<file path="config.mk">
export PLATFORM = sky130hd
export DESIGN_NAME = uart_rx_fsm_flat
export DESIGN_NICKNAME = d
export VERILOG_FILES = /design/src/rtl/uart_rx_pkg.sv /design/src/rtl/uart_rx_fsm_if.sv /design/src/rtl/uart_rx_fsm.sv /design/src/flat_wrapper.sv
export SDC_FILE = /design/constraint.sdc
export NUM_CORES = 1
export LEC_CHECK = 0
export BUFFER_PORTS_ARGS = -buffer_cell sky130_fd_sc_hd__buf_2
export CAP_MARGIN = 20
export CORE_ASPECT_RATIO = 1.25
export CORE_MARGIN = 5
export CORE_UTILIZATION = 50
export DETAILED_ROUTE_END_ITERATION = 8
export GPL_TIMING_DRIVEN = 1
export HOLD_SLACK_MARGIN = 0.03
export PLACE_DENSITY = 0.83
export SETUP_SLACK_MARGIN = 0.02
export SLEW_MARGIN = 20
export SYNTH_ARGS = -nofsm -noshare
export SYNTH_HDL_FRONTEND = slang
export SYNTH_SLANG_ARGS = --single-unit
</file>
<file path="constraint.sdc">
create_clock -name i_clk -period 3.9 [get_ports i_clk]
set_input_delay 0.39 -clock i_clk [delete_from_list [all_inputs] [get_ports i_clk]]
set_output_delay 0.39 -clock i_clk [all_outputs]
set_load 0.01 [all_outputs]
</file>
<file path="src/rtl/uart_rx_pkg.sv">
// -----------------------------------------------------------------------------
// uart_rx_pkg
// Shared definitions for the UART receiver frame sequencer.
//   rx_state_e      : frame sequencer states
//   *_IDX           : bit indices reported by the edge/bit counter
//   PRESCALE_RST    : oversampling ratio held while in reset
//   stop_idx()      : bit index of the stop bit for a given parity setting
// -----------------------------------------------------------------------------
package uart_rx_pkg;

    typedef enum logic [2:0] {
        IDLE   = 3'd0,
        START  = 3'd1,
        DATA   = 3'd2,
        PARITY = 3'd3,
        STOP   = 3'd4
    } rx_state_e;

    // Bit index 0 is the start bit, 1..8 the data bits, then parity (if any)
    // and finally the stop bit.
    localparam logic [3:0] START_IDX      = 4'd0;
    localparam logic [3:0] LAST_DATA_IDX  = 4'd8;
    localparam logic [3:0] PARITY_IDX     = 4'd9;
    localparam logic [3:0] STOP_IDX_PAR   = 4'd10;
    localparam logic [3:0] STOP_IDX_NOPAR = 4'd9;

    localparam logic [5:0] PRESCALE_RST   = 6'd8;

    function automatic logic [3:0] stop_idx(input logic par_en);
        return par_en ? STOP_IDX_PAR : STOP_IDX_NOPAR;
    endfunction

endpackage

</file>
<file path="src/rtl/uart_rx_fsm_if.sv">
// -----------------------------------------------------------------------------
// uart_rx_fsm_if
// Bundle between the frame sequencer and the blocks around it (receiver top,
// edge/bit counter, sampler, deserializer, start/parity/stop checkers).
//   master : the sequencer; consumes line/config/counter/checker signals and
//            drives enables, latched config and frame-end pulses
//   slave  : the surrounding receiver blocks
// Signals:
//   i_RX_IN        serial line, idle high
//   i_PAR_EN       parity bit present (config)
//   i_Prescale     oversampling ratio 8/16/32 (config)
//   i_bit_cnt      current bit index from the counter
//   i_edge_cnt     current edge index from the counter
//   i_strt_glitch  start bit not low at its sample point
//   i_par_err      parity check result (valid on parity last edge)
//   i_stp_err      stop check result (valid on stop last edge)
//   o_prescale     latched prescale for counter and sampler
//   o_par_en       latched parity enable for the counter
//   o_cnt_enable   counter enable
//   o_cnt_clr      counter synchronous clear (wins over enable)
//   o_dat_samp_en  sampler enable
//   o_deser_en     deserializer shift enable
//   o_strt_chk_en / o_par_chk_en / o_stp_chk_en   checker enables
//   o_busy         frame in progress
//   o_data_valid   one-cycle pulse: frame received clean
//   o_par_error    one-cycle pulse: parity error
//   o_stp_error    one-cycle pulse: stop error
// -----------------------------------------------------------------------------
interface uart_rx_fsm_if;

    logic       i_RX_IN;
    logic       i_PAR_EN;
    logic [5:0] i_Prescale;
    logic [3:0] i_bit_cnt;
    logic [4:0] i_edge_cnt;
    logic       i_strt_glitch;
    logic       i_par_err;
    logic       i_stp_err;

    logic [5:0] o_prescale;
    logic       o_par_en;
    logic       o_cnt_enable;
    logic       o_cnt_clr;
    logic       o_dat_samp_en;
    logic       o_deser_en;
    logic       o_strt_chk_en;
    logic       o_par_chk_en;
    logic       o_stp_chk_en;
    logic       o_busy;
    logic       o_data_valid;
    logic       o_par_error;
    logic       o_stp_error;

    modport master (
        input  i_RX_IN, i_PAR_EN, i_Prescale, i_bit_cnt, i_edge_cnt,
               i_strt_glitch, i_par_err, i_stp_err,
        output o_prescale, o_par_en, o_cnt_enable, o_cnt_clr, o_dat_samp_en,
               o_deser_en, o_strt_chk_en, o_par_chk_en, o_stp_chk_en,
               o_busy, o_data_valid, o_par_error, o_stp_error
    );

    modport slave (
        output i_RX_IN, i_PAR_EN, i_Prescale, i_bit_cnt, i_edge_cnt,
               i_strt_glitch, i_par_err, i_stp_err,
        input  o_prescale, o_par_en, o_cnt_enable, o_cnt_clr, o_dat_samp_en,
               o_deser_en, o_strt_chk_en, o_par_chk_en, o_stp_chk_en,
               o_busy, o_data_valid, o_par_error, o_stp_error
    );

endinterface

</file>
<file path="src/rtl/uart_rx_fsm.sv">
// -----------------------------------------------------------------------------
// uart_rx_fsm
// Frame sequencer for the UART receiver. Waits for the line to drop in IDLE,
// freezes the frame configuration, then walks START -> DATA -> [PARITY] ->
// STOP following the edge/bit counter, and reports one data-valid or error
// pulse in the first IDLE cycle after the stop bit.
// Ports:
//   i_clk    oversampling clock
//   i_reset  synchronous, active-high reset
//   bus      uart_rx_fsm_if.master (line, config, counter, checkers, enables,
//            latched config, frame-end pulses)
// -----------------------------------------------------------------------------
module uart_rx_fsm
    import uart_rx_pkg::*;
(
    input  logic          i_clk,
    input  logic          i_reset,
    uart_rx_fsm_if.master bus
);

    rx_state_e  state;
    rx_state_e  state_nxt;

    logic [5:0] prescale_q;
    logic       par_en_q;
    logic       par_flag;      // sticky parity error for the current frame
    logic       cnt_clr_q;
    logic       data_valid_q;
    logic       par_error_q;
    logic       stp_error_q;

    logic       last_edge;
    logic       start_done;
    logic       glitch_abort;
    logic       data_done;
    logic       parity_done;
    logic       stop_done;

    // Edge counter is 5 bits but prescale reaches 32, so compare at 6 bits.
    assign last_edge    = ({1'b0, bus.i_edge_cnt} == (prescale_q - 6'd1));

    assign start_done   = (state == START)  && last_edge && (bus.i_bit_cnt == START_IDX);
    assign glitch_abort = start_done && bus.i_strt_glitch;
    assign data_done    = (state == DATA)   && last_edge && (bus.i_bit_cnt == LAST_DATA_IDX);
    assign parity_done  = (state == PARITY) && last_edge && (bus.i_bit_cnt == PARITY_IDX);
    assign stop_done    = (state == STOP)   && last_edge && (bus.i_bit_cnt == stop_idx(par_en_q));

    // -------------------------------------------------------------------------
    // Next-state logic
    // -------------------------------------------------------------------------
    always_comb begin
        // NOTE: defaulting every always_comb output before the case keeps
        // paths that do not assign it from inferring a latch.
        state_nxt = state;
        case (state)
            IDLE: begin
                if (!bus.i_RX_IN) begin
                    state_nxt = START;
                end
            end
            START: begin
                if (start_done) begin
                    state_nxt = bus.i_strt_glitch ? IDLE : DATA;
                end
            end
            DATA: begin
                if (data_done) begin
                    state_nxt = par_en_q ? PARITY : STOP;
                end
            end
            PARITY: begin
                if (parity_done) begin
                    state_nxt = STOP;
                end
            end
            STOP: begin
                // The counter wraps to 0/0 by itself after the stop bit.
                if (stop_done) begin
                    state_nxt = IDLE;
                end
            end
            default: state_nxt = IDLE;
        endcase
    end

    // -------------------------------------------------------------------------
    // State, frozen configuration, sticky flag and frame-end pulses
    // -------------------------------------------------------------------------
    always_ff @(posedge i_clk) begin
        // NOTE: sequential state uses non-blocking assignments so every
        // register samples the pre-edge values, independent of statement order.
        if (i_reset) begin
            state        <= IDLE;
            prescale_q   <= PRESCALE_RST;
            par_en_q     <= 1'b0;
            par_flag     <= 1'b0;
            cnt_clr_q    <= 1'b1;   // hold the counter cleared through reset
            data_valid_q <= 1'b0;
            par_error_q  <= 1'b0;
            stp_error_q  <= 1'b0;
        end else begin
            state <= state_nxt;

            // Config tracks its inputs only while idle; it is frozen for the
            // whole frame starting at the edge that moves us to START.
            if (state == IDLE) begin
                prescale_q <= bus.i_Prescale;
                par_en_q   <= bus.i_PAR_EN;
            end

            // A start glitch leaves the counter mid-bit; clear it in the
            // following IDLE cycle so the next START begins at 0/0.
            cnt_clr_q <= glitch_abort;

            if (parity_done) begin
                par_flag <= bus.i_par_err;
            end else if (stop_done) begin
                par_flag <= 1'b0;
            end

            data_valid_q <= stop_done && !par_flag && !bus.i_stp_err;
            par_error_q  <= stop_done && par_flag;
            stp_error_q  <= stop_done && bus.i_stp_err;
        end
    end

    // -------------------------------------------------------------------------
    // Output decode
    // -------------------------------------------------------------------------
    assign bus.o_prescale    = prescale_q;
    assign bus.o_par_en      = par_en_q;
    assign bus.o_cnt_clr     = cnt_clr_q;
    assign bus.o_busy        = (state != IDLE);
    assign bus.o_cnt_enable  = (state != IDLE);
    assign bus.o_dat_samp_en = (state != IDLE);
    assign bus.o_strt_chk_en = (state == START);
    assign bus.o_deser_en    = (state == DATA);
    assign bus.o_par_chk_en  = (state == PARITY);
    assign bus.o_stp_chk_en  = (state == STOP);
    assign bus.o_data_valid  = data_valid_q;
    assign bus.o_par_error   = par_error_q;
    assign bus.o_stp_error   = stp_error_q;

endmodule

</file>
<file path="src/flat_wrapper.sv">
// flat-port wrapper written by rule: the top's interface ports become plain ports
module uart_rx_fsm_flat import uart_rx_pkg::*;
  (i_clk, i_reset, bus_i_RX_IN, bus_i_PAR_EN, bus_i_Prescale, bus_i_bit_cnt, bus_i_edge_cnt, bus_i_strt_glitch, bus_i_par_err, bus_i_stp_err, bus_o_prescale, bus_o_par_en, bus_o_cnt_enable, bus_o_cnt_clr, bus_o_dat_samp_en, bus_o_deser_en, bus_o_strt_chk_en, bus_o_par_chk_en, bus_o_stp_chk_en, bus_o_busy, bus_o_data_valid, bus_o_par_error, bus_o_stp_error);
  uart_rx_fsm_if bus_i ();
  input  logic i_clk;
  input  logic i_reset;
  input wire logic [$bits(bus_i.i_RX_IN)-1:0] bus_i_RX_IN;
  input wire logic [$bits(bus_i.i_PAR_EN)-1:0] bus_i_PAR_EN;
  input wire logic [$bits(bus_i.i_Prescale)-1:0] bus_i_Prescale;
  input wire logic [$bits(bus_i.i_bit_cnt)-1:0] bus_i_bit_cnt;
  input wire logic [$bits(bus_i.i_edge_cnt)-1:0] bus_i_edge_cnt;
  input wire logic [$bits(bus_i.i_strt_glitch)-1:0] bus_i_strt_glitch;
  input wire logic [$bits(bus_i.i_par_err)-1:0] bus_i_par_err;
  input wire logic [$bits(bus_i.i_stp_err)-1:0] bus_i_stp_err;
  output wire logic [$bits(bus_i.o_prescale)-1:0] bus_o_prescale;
  output wire logic [$bits(bus_i.o_par_en)-1:0] bus_o_par_en;
  output wire logic [$bits(bus_i.o_cnt_enable)-1:0] bus_o_cnt_enable;
  output wire logic [$bits(bus_i.o_cnt_clr)-1:0] bus_o_cnt_clr;
  output wire logic [$bits(bus_i.o_dat_samp_en)-1:0] bus_o_dat_samp_en;
  output wire logic [$bits(bus_i.o_deser_en)-1:0] bus_o_deser_en;
  output wire logic [$bits(bus_i.o_strt_chk_en)-1:0] bus_o_strt_chk_en;
  output wire logic [$bits(bus_i.o_par_chk_en)-1:0] bus_o_par_chk_en;
  output wire logic [$bits(bus_i.o_stp_chk_en)-1:0] bus_o_stp_chk_en;
  output wire logic [$bits(bus_i.o_busy)-1:0] bus_o_busy;
  output wire logic [$bits(bus_i.o_data_valid)-1:0] bus_o_data_valid;
  output wire logic [$bits(bus_i.o_par_error)-1:0] bus_o_par_error;
  output wire logic [$bits(bus_i.o_stp_error)-1:0] bus_o_stp_error;
  assign bus_i.i_RX_IN = bus_i_RX_IN;
  assign bus_i.i_PAR_EN = bus_i_PAR_EN;
  assign bus_i.i_Prescale = bus_i_Prescale;
  assign bus_i.i_bit_cnt = bus_i_bit_cnt;
  assign bus_i.i_edge_cnt = bus_i_edge_cnt;
  assign bus_i.i_strt_glitch = bus_i_strt_glitch;
  assign bus_i.i_par_err = bus_i_par_err;
  assign bus_i.i_stp_err = bus_i_stp_err;
  assign bus_o_prescale = bus_i.o_prescale;
  assign bus_o_par_en = bus_i.o_par_en;
  assign bus_o_cnt_enable = bus_i.o_cnt_enable;
  assign bus_o_cnt_clr = bus_i.o_cnt_clr;
  assign bus_o_dat_samp_en = bus_i.o_dat_samp_en;
  assign bus_o_deser_en = bus_i.o_deser_en;
  assign bus_o_strt_chk_en = bus_i.o_strt_chk_en;
  assign bus_o_par_chk_en = bus_i.o_par_chk_en;
  assign bus_o_stp_chk_en = bus_i.o_stp_chk_en;
  assign bus_o_busy = bus_i.o_busy;
  assign bus_o_data_valid = bus_i.o_data_valid;
  assign bus_o_par_error = bus_i.o_par_error;
  assign bus_o_stp_error = bus_i.o_stp_error;
  uart_rx_fsm u_core (.i_clk(i_clk), .i_reset(i_reset), .bus(bus_i));
endmodule
</file>
After elaboration in Yosys (flattened, before gate mapping):

Index checks and enable logic that the tools add are counted.

* output and inout bits: 18
* word-level logic and storage cells: 53
* register bits: 15
* input bits: 22

* reduce and logical (&&, ||, !) cells: 20
* $add $sub $neg: 1
* mux-type cells: 11
* equality and inequality tests: 13

Operator list (number)
* 3-bit two-way mux: 6
* 3-bit case mux with 5 select lines: 1
* 1-bit logical AND: 13
* 4-bit == test (second input constant): 2
* 2-bit by 1-bit != test with 1-bit output (second input constant): 4
* 3-bit by 2-bit == test with 1-bit output (second input constant): 2
* 5-bit by 6-bit == test with 1-bit output: 1
* 6-bit by 1-bit subtractor with 6-bit output (second input constant): 1
* 5-bit AND reduction: 1
* 4-bit == test: 1
* 4-bit zero test: 1
* 2-bit two-way mux: 2
* 3-bit by 1-bit == test with 1-bit output (second input constant): 1
* 3-bit == test (second input constant): 1
* 3-bit zero test: 1
* 3-bit nonzero test: 1
* 1-bit zero test: 2
* 1-bit two-way mux: 2
* 2-bit != test (second input constant): 1
* 2-bit nonzero test: 1

Logic depth before layout (Yosys ltp):

* depth after elaboration: 6
* mapped depth: 8
* gate-level depth less buffers: 8

Worst setup path after synthesis:

No wires, ideal clock.

* kind: reg-to-reg
* start: reg u_core.prescale_q[0] (netlist: u_core.bus.o_prescale[0])
* end: reg u_core.state[1]
* path buffers: 0
* slack: 2.019 ns
* period minus slack after synthesis: 1.881 ns
* cell stages (with the launch flop): 9
* library setup time: 0.128 ns
* arrival: 1.753 ns
* data required time: 3.772 ns
* cells stage by stage: dfxtp_1 > inv_1 > ha_1 > o21ba_1 > a22oi_1 > a21oi_1 > nor3b_1 > a2bb2oi_1 > nor2_1

* word-level cells in the longest chain between the ends: 6
* elaborated cells on any way between the ends: 15
* those cells by class: add/sub (1); eq/ne (5); reduce/logical (9)

RTL lines
* from (decl): RTL line uart_rx_fsm.sv:24 `logic [5:0] prescale_q;`
* from (signal assigned): RTL line uart_rx_fsm.sv:107 `prescale_q <= bus.i_Prescale;`
* 6-bit by 1-bit subtractor with 6-bit output (*): RTL line uart_rx_fsm.sv:40 `assign last_edge = ({1'b0, bus.i_edge_cnt} == (prescale_q - 6'd1));`
* 5-bit by 6-bit == test with 1-bit output (*): RTL line uart_rx_fsm.sv:40
* 1-bit logical AND (on tied branches) (2 in series)
* 2-bit by 1-bit != test with 1-bit output (no source line)
* 5-bit AND reduction (no source line) (*)
* to (signal assigned): RTL line uart_rx_fsm.sv:102 `state <= state_nxt;`
* to (decl): RTL line uart_rx_fsm.sv:21 `rx_state_e state;`

Every way passes the cells marked *; elsewhere a longest branch is shown, timed or not.
A chain may end at the register's enable or synchronous reset.

Worst setup path in the final report:

* start: reg u_core.state[0]
* end: out bus_o_cnt_enable

* word-level cells in the longest chain between the ends: 1

RTL lines
* 3-bit nonzero test: RTL line uart_rx_fsm.sv:134 `assign bus.o_cnt_enable = (state != IDLE);`
* to (decl): RTL line flat_wrapper.sv:17 `output wire logic [$bits(bus_i.o_cnt_enable)-1:0] bus_o_cnt_enable;`

Every way passes these cells.

==> reports/metrics.cfg <==
[global_route]
grt_pass1_vias=927
grt_pass1_wl_mm=3.75
grt_max_degree=16
antenna_found_initial=0
overflow=0
track_usage=0.163

[placement]
place.gp.congestion=0.864
placed_area_mm2=0.00113
portBuffers=39
dp_hpwl_mm=1.82
dp_cells=167

[yosys]
syn_inst=114
synth-seq-cells=15
synth_fp_nets=137
ys_seq_area_frac=0.320
synth_top_cell_by_area=dfxtp_1
netlist_area_um2=940
syn_area_per_cell_um2=8.24
synth_top_area_frac=0.320
netlist_top_cells_area=dfxtp_1, nand2_1, a21oi_1
yosys_warnings=0
synthDistinctLibCells=42

[setup_path]
cp-start-kind=flip-flop
reg2reg_from=u_core.bus.o_prescale[0]$_SDFFE_PP0P_
ff2ff_setup_slack_ns=1.87
worstPathArrival_ns=2.03
end_kind=primary output
ff2ff_path_depth=8
cp.required_ns=3.51
path_max_fanout=10
r2r-end=u_core.state[0]$_SDFFE_PP0P_
worst-setup-path-type=reg2out

[die]
die_h_um=58.5
core-area_mm2=0.00179
start_util=0.526
rows=17
die_area_mm2=0.00285
ios=40
die_w_um=48.8

[timing]
tightest_slew_ns=1.08
finalSetupViolCount=0
finalSetupTns_ns=0
clock.fmax_mhz=413
finalMaxSlewViolations=0
holdWs_ns=0.269
finalHoldViolations=0
rsz0062_at_grt=no
final.min_clock_period_ns=2.42
finalCritPeriodShare=0.621
slew-limit-headroom=0.275
clock_skew_ns=0.00205

[pwr]
p_per_area_mw_per_mm2=519
p_leak_uw=0.000513
peakVddDrop_uv=368
p_total_uw=601

[drt]
wl_per_cell_um=13.1
ant_nets=0
firstDrtPassIters=4
drt-total-wl_mm=2.23
dr_total_vias=963
viasPerCell=5.63
drt-initial-drc-count=30
drc_errors=0

[layout]
drive_gt1_frac=0.362
fin_area_mm2=0.00116
diodes=0
instances_no_fill=171
area_growth_pct=23.3
fin_nets=176

[clock_tree]
htree_levels=1
cts_setup_buffers=0
clk_latency_ns=0.29
cts_tree=built
cts_buffers=3
clkTransAtPathRegs_ns=0.09
hold_buffers=0
post_cts_resized=0
clock_sinks=15
clock_path_buffers=2
cts_root_buf=clkbuf_4

[min_path]
min-delay-start=bus_i_stp_err
hp-class=in2reg
hold_depth=2
whs_endpoint=u_core.bus.o_data_valid$_SDFF_PP0_

[run_status]
status=completed

[job]
maxCapViolCount=0

[cell families after synthesis]
logic type,count (synthesis),share of synthesized area
simple gates,55,0.352
xor+xnor,7,0.0732
compound gates,24,0.178
buf+inv,11,0.0533
flops,15,0.320
fa+ha+maj,1,0.0133
mux,1,0.0107
[sequential cells by signal, summed over array words and instances (netlist names)]
signal,cells
u_core.bus.o_prescale,6
u_core.bus.o_stp_error,1
u_core.bus.o_par_error,1
u_core.bus.o_data_valid,1
u_core.state,3
u_core.bus.o_cnt_clr,1
u_core.par_flag,1
u_core.bus.o_par_en,1
[layer usage]
layer	up-vias	wire, µm	part of all wire	global-route usage
met5	-	0	0	0
met4	0	36	0.016	0.0692
met3	5	147	0.066	0.0430
met2	27	1080	0.48	0.282
met1	449	971	0.43	0.188
li1	482	-	-	-
[critical path, stage by stage, from the launching register on]
cell	delay, ns
dfxtp_1	0.39
nor3_1	0.90
inv_2	0.22
buf_2	0.22
[final cells by class]
cell class	instances	area, µm²
multi-input cells	88	589
clock inverters	1	5.00
fillers	168	628
flip-flops and latches	15	300
repair buffers	39	195
inverters	6	22.5
clock buffers	3	22.5
well taps	19	23.8
[worst max-delay path by stage]
stage | endpoint | slack [ns] | cells past startpoint | start
finish | bus_o_cnt_enable | 1.48 | 3 | u_core.state[0]$_SDFFE_PP0P_
detailed placement | bus_o_cnt_enable | 1.81 | 3 | u_core.state[0]$_SDFFE_PP0P_
floorplan | u_core.state[1]$_SDFFE_PP0P_ | 2.02 | 8 | u_core.bus.o_prescale[0]$_SDFFE_PP0P_
global route | bus_o_cnt_enable | 1.30 | 3 | u_core.state[0]$_SDFFE_PP0P_
CTS | bus_o_cnt_enable | 1.48 | 3 | u_core.state[0]$_SDFFE_PP0P_
global placement | bus_o_busy | 1.84 | 3 | u_core.state[0]$_SDFFE_PP0P_
[cell usage after synthesis (all sizes together)]
cell / number
or4: 1
a41o: 1
nand2: 19
a31o: 1
nor3b: 3
or3: 2
nor2: 8
a221oi: 1
o21ba: 1
dfxtp: 15
a2bb2oi: 1
o21ai: 4
inv: 6
nand3b: 2
nand2b: 4
and4: 2
xnor2: 6
nand4: 1
nor4b: 2
nand3: 2
a31oi: 2
o41ai: 1
a21oi: 10
mux2i: 1
ha: 1
nor3: 8
xor2: 1
buf: 3
a22oi: 1
or2: 1
o32ai: 1
clkbuf: 2
[power breakdown]
| group | switching, µW | internal (µW) | leakage [µW] |
|---|---|---|---|
| sequential | 38.0 | 177 | 0.000123 |
| combinational | 168 | 126 | 0.000372 |
| clock | 53.6 | 38.2 | 0.0000177 |
| total | 259 | 342 | 0.000513 |
[through the flow]
stage          setup WS (ns)  utilization
3_5_place_dp            1.81        0.633
6_report                1.48        0.648
5_1_grt                 1.30        0.648
3_3_place_gp            1.84        0.633
2_1_floorplan           2.02            -
4_1_cts                 1.48        0.648
[cell usage in the layout (no fill, tap or decap), types with 2 or more instances in the layout]
cell type / count
buf_2: 39
nor2_1: 7
nand3b_1: 2
a21oi_1: 9
o21ai_0: 2
nand3_1: 2
nor3_1: 7
and4_1: 2
a31oi_1: 2
nand2b_1: 4
xnor2_1: 5
nand2_1: 19
nor3b_1: 3
dfxtp_1: 15
clkbuf_4: 3
inv_1: 5
Power figures use the tool's default switching activity.
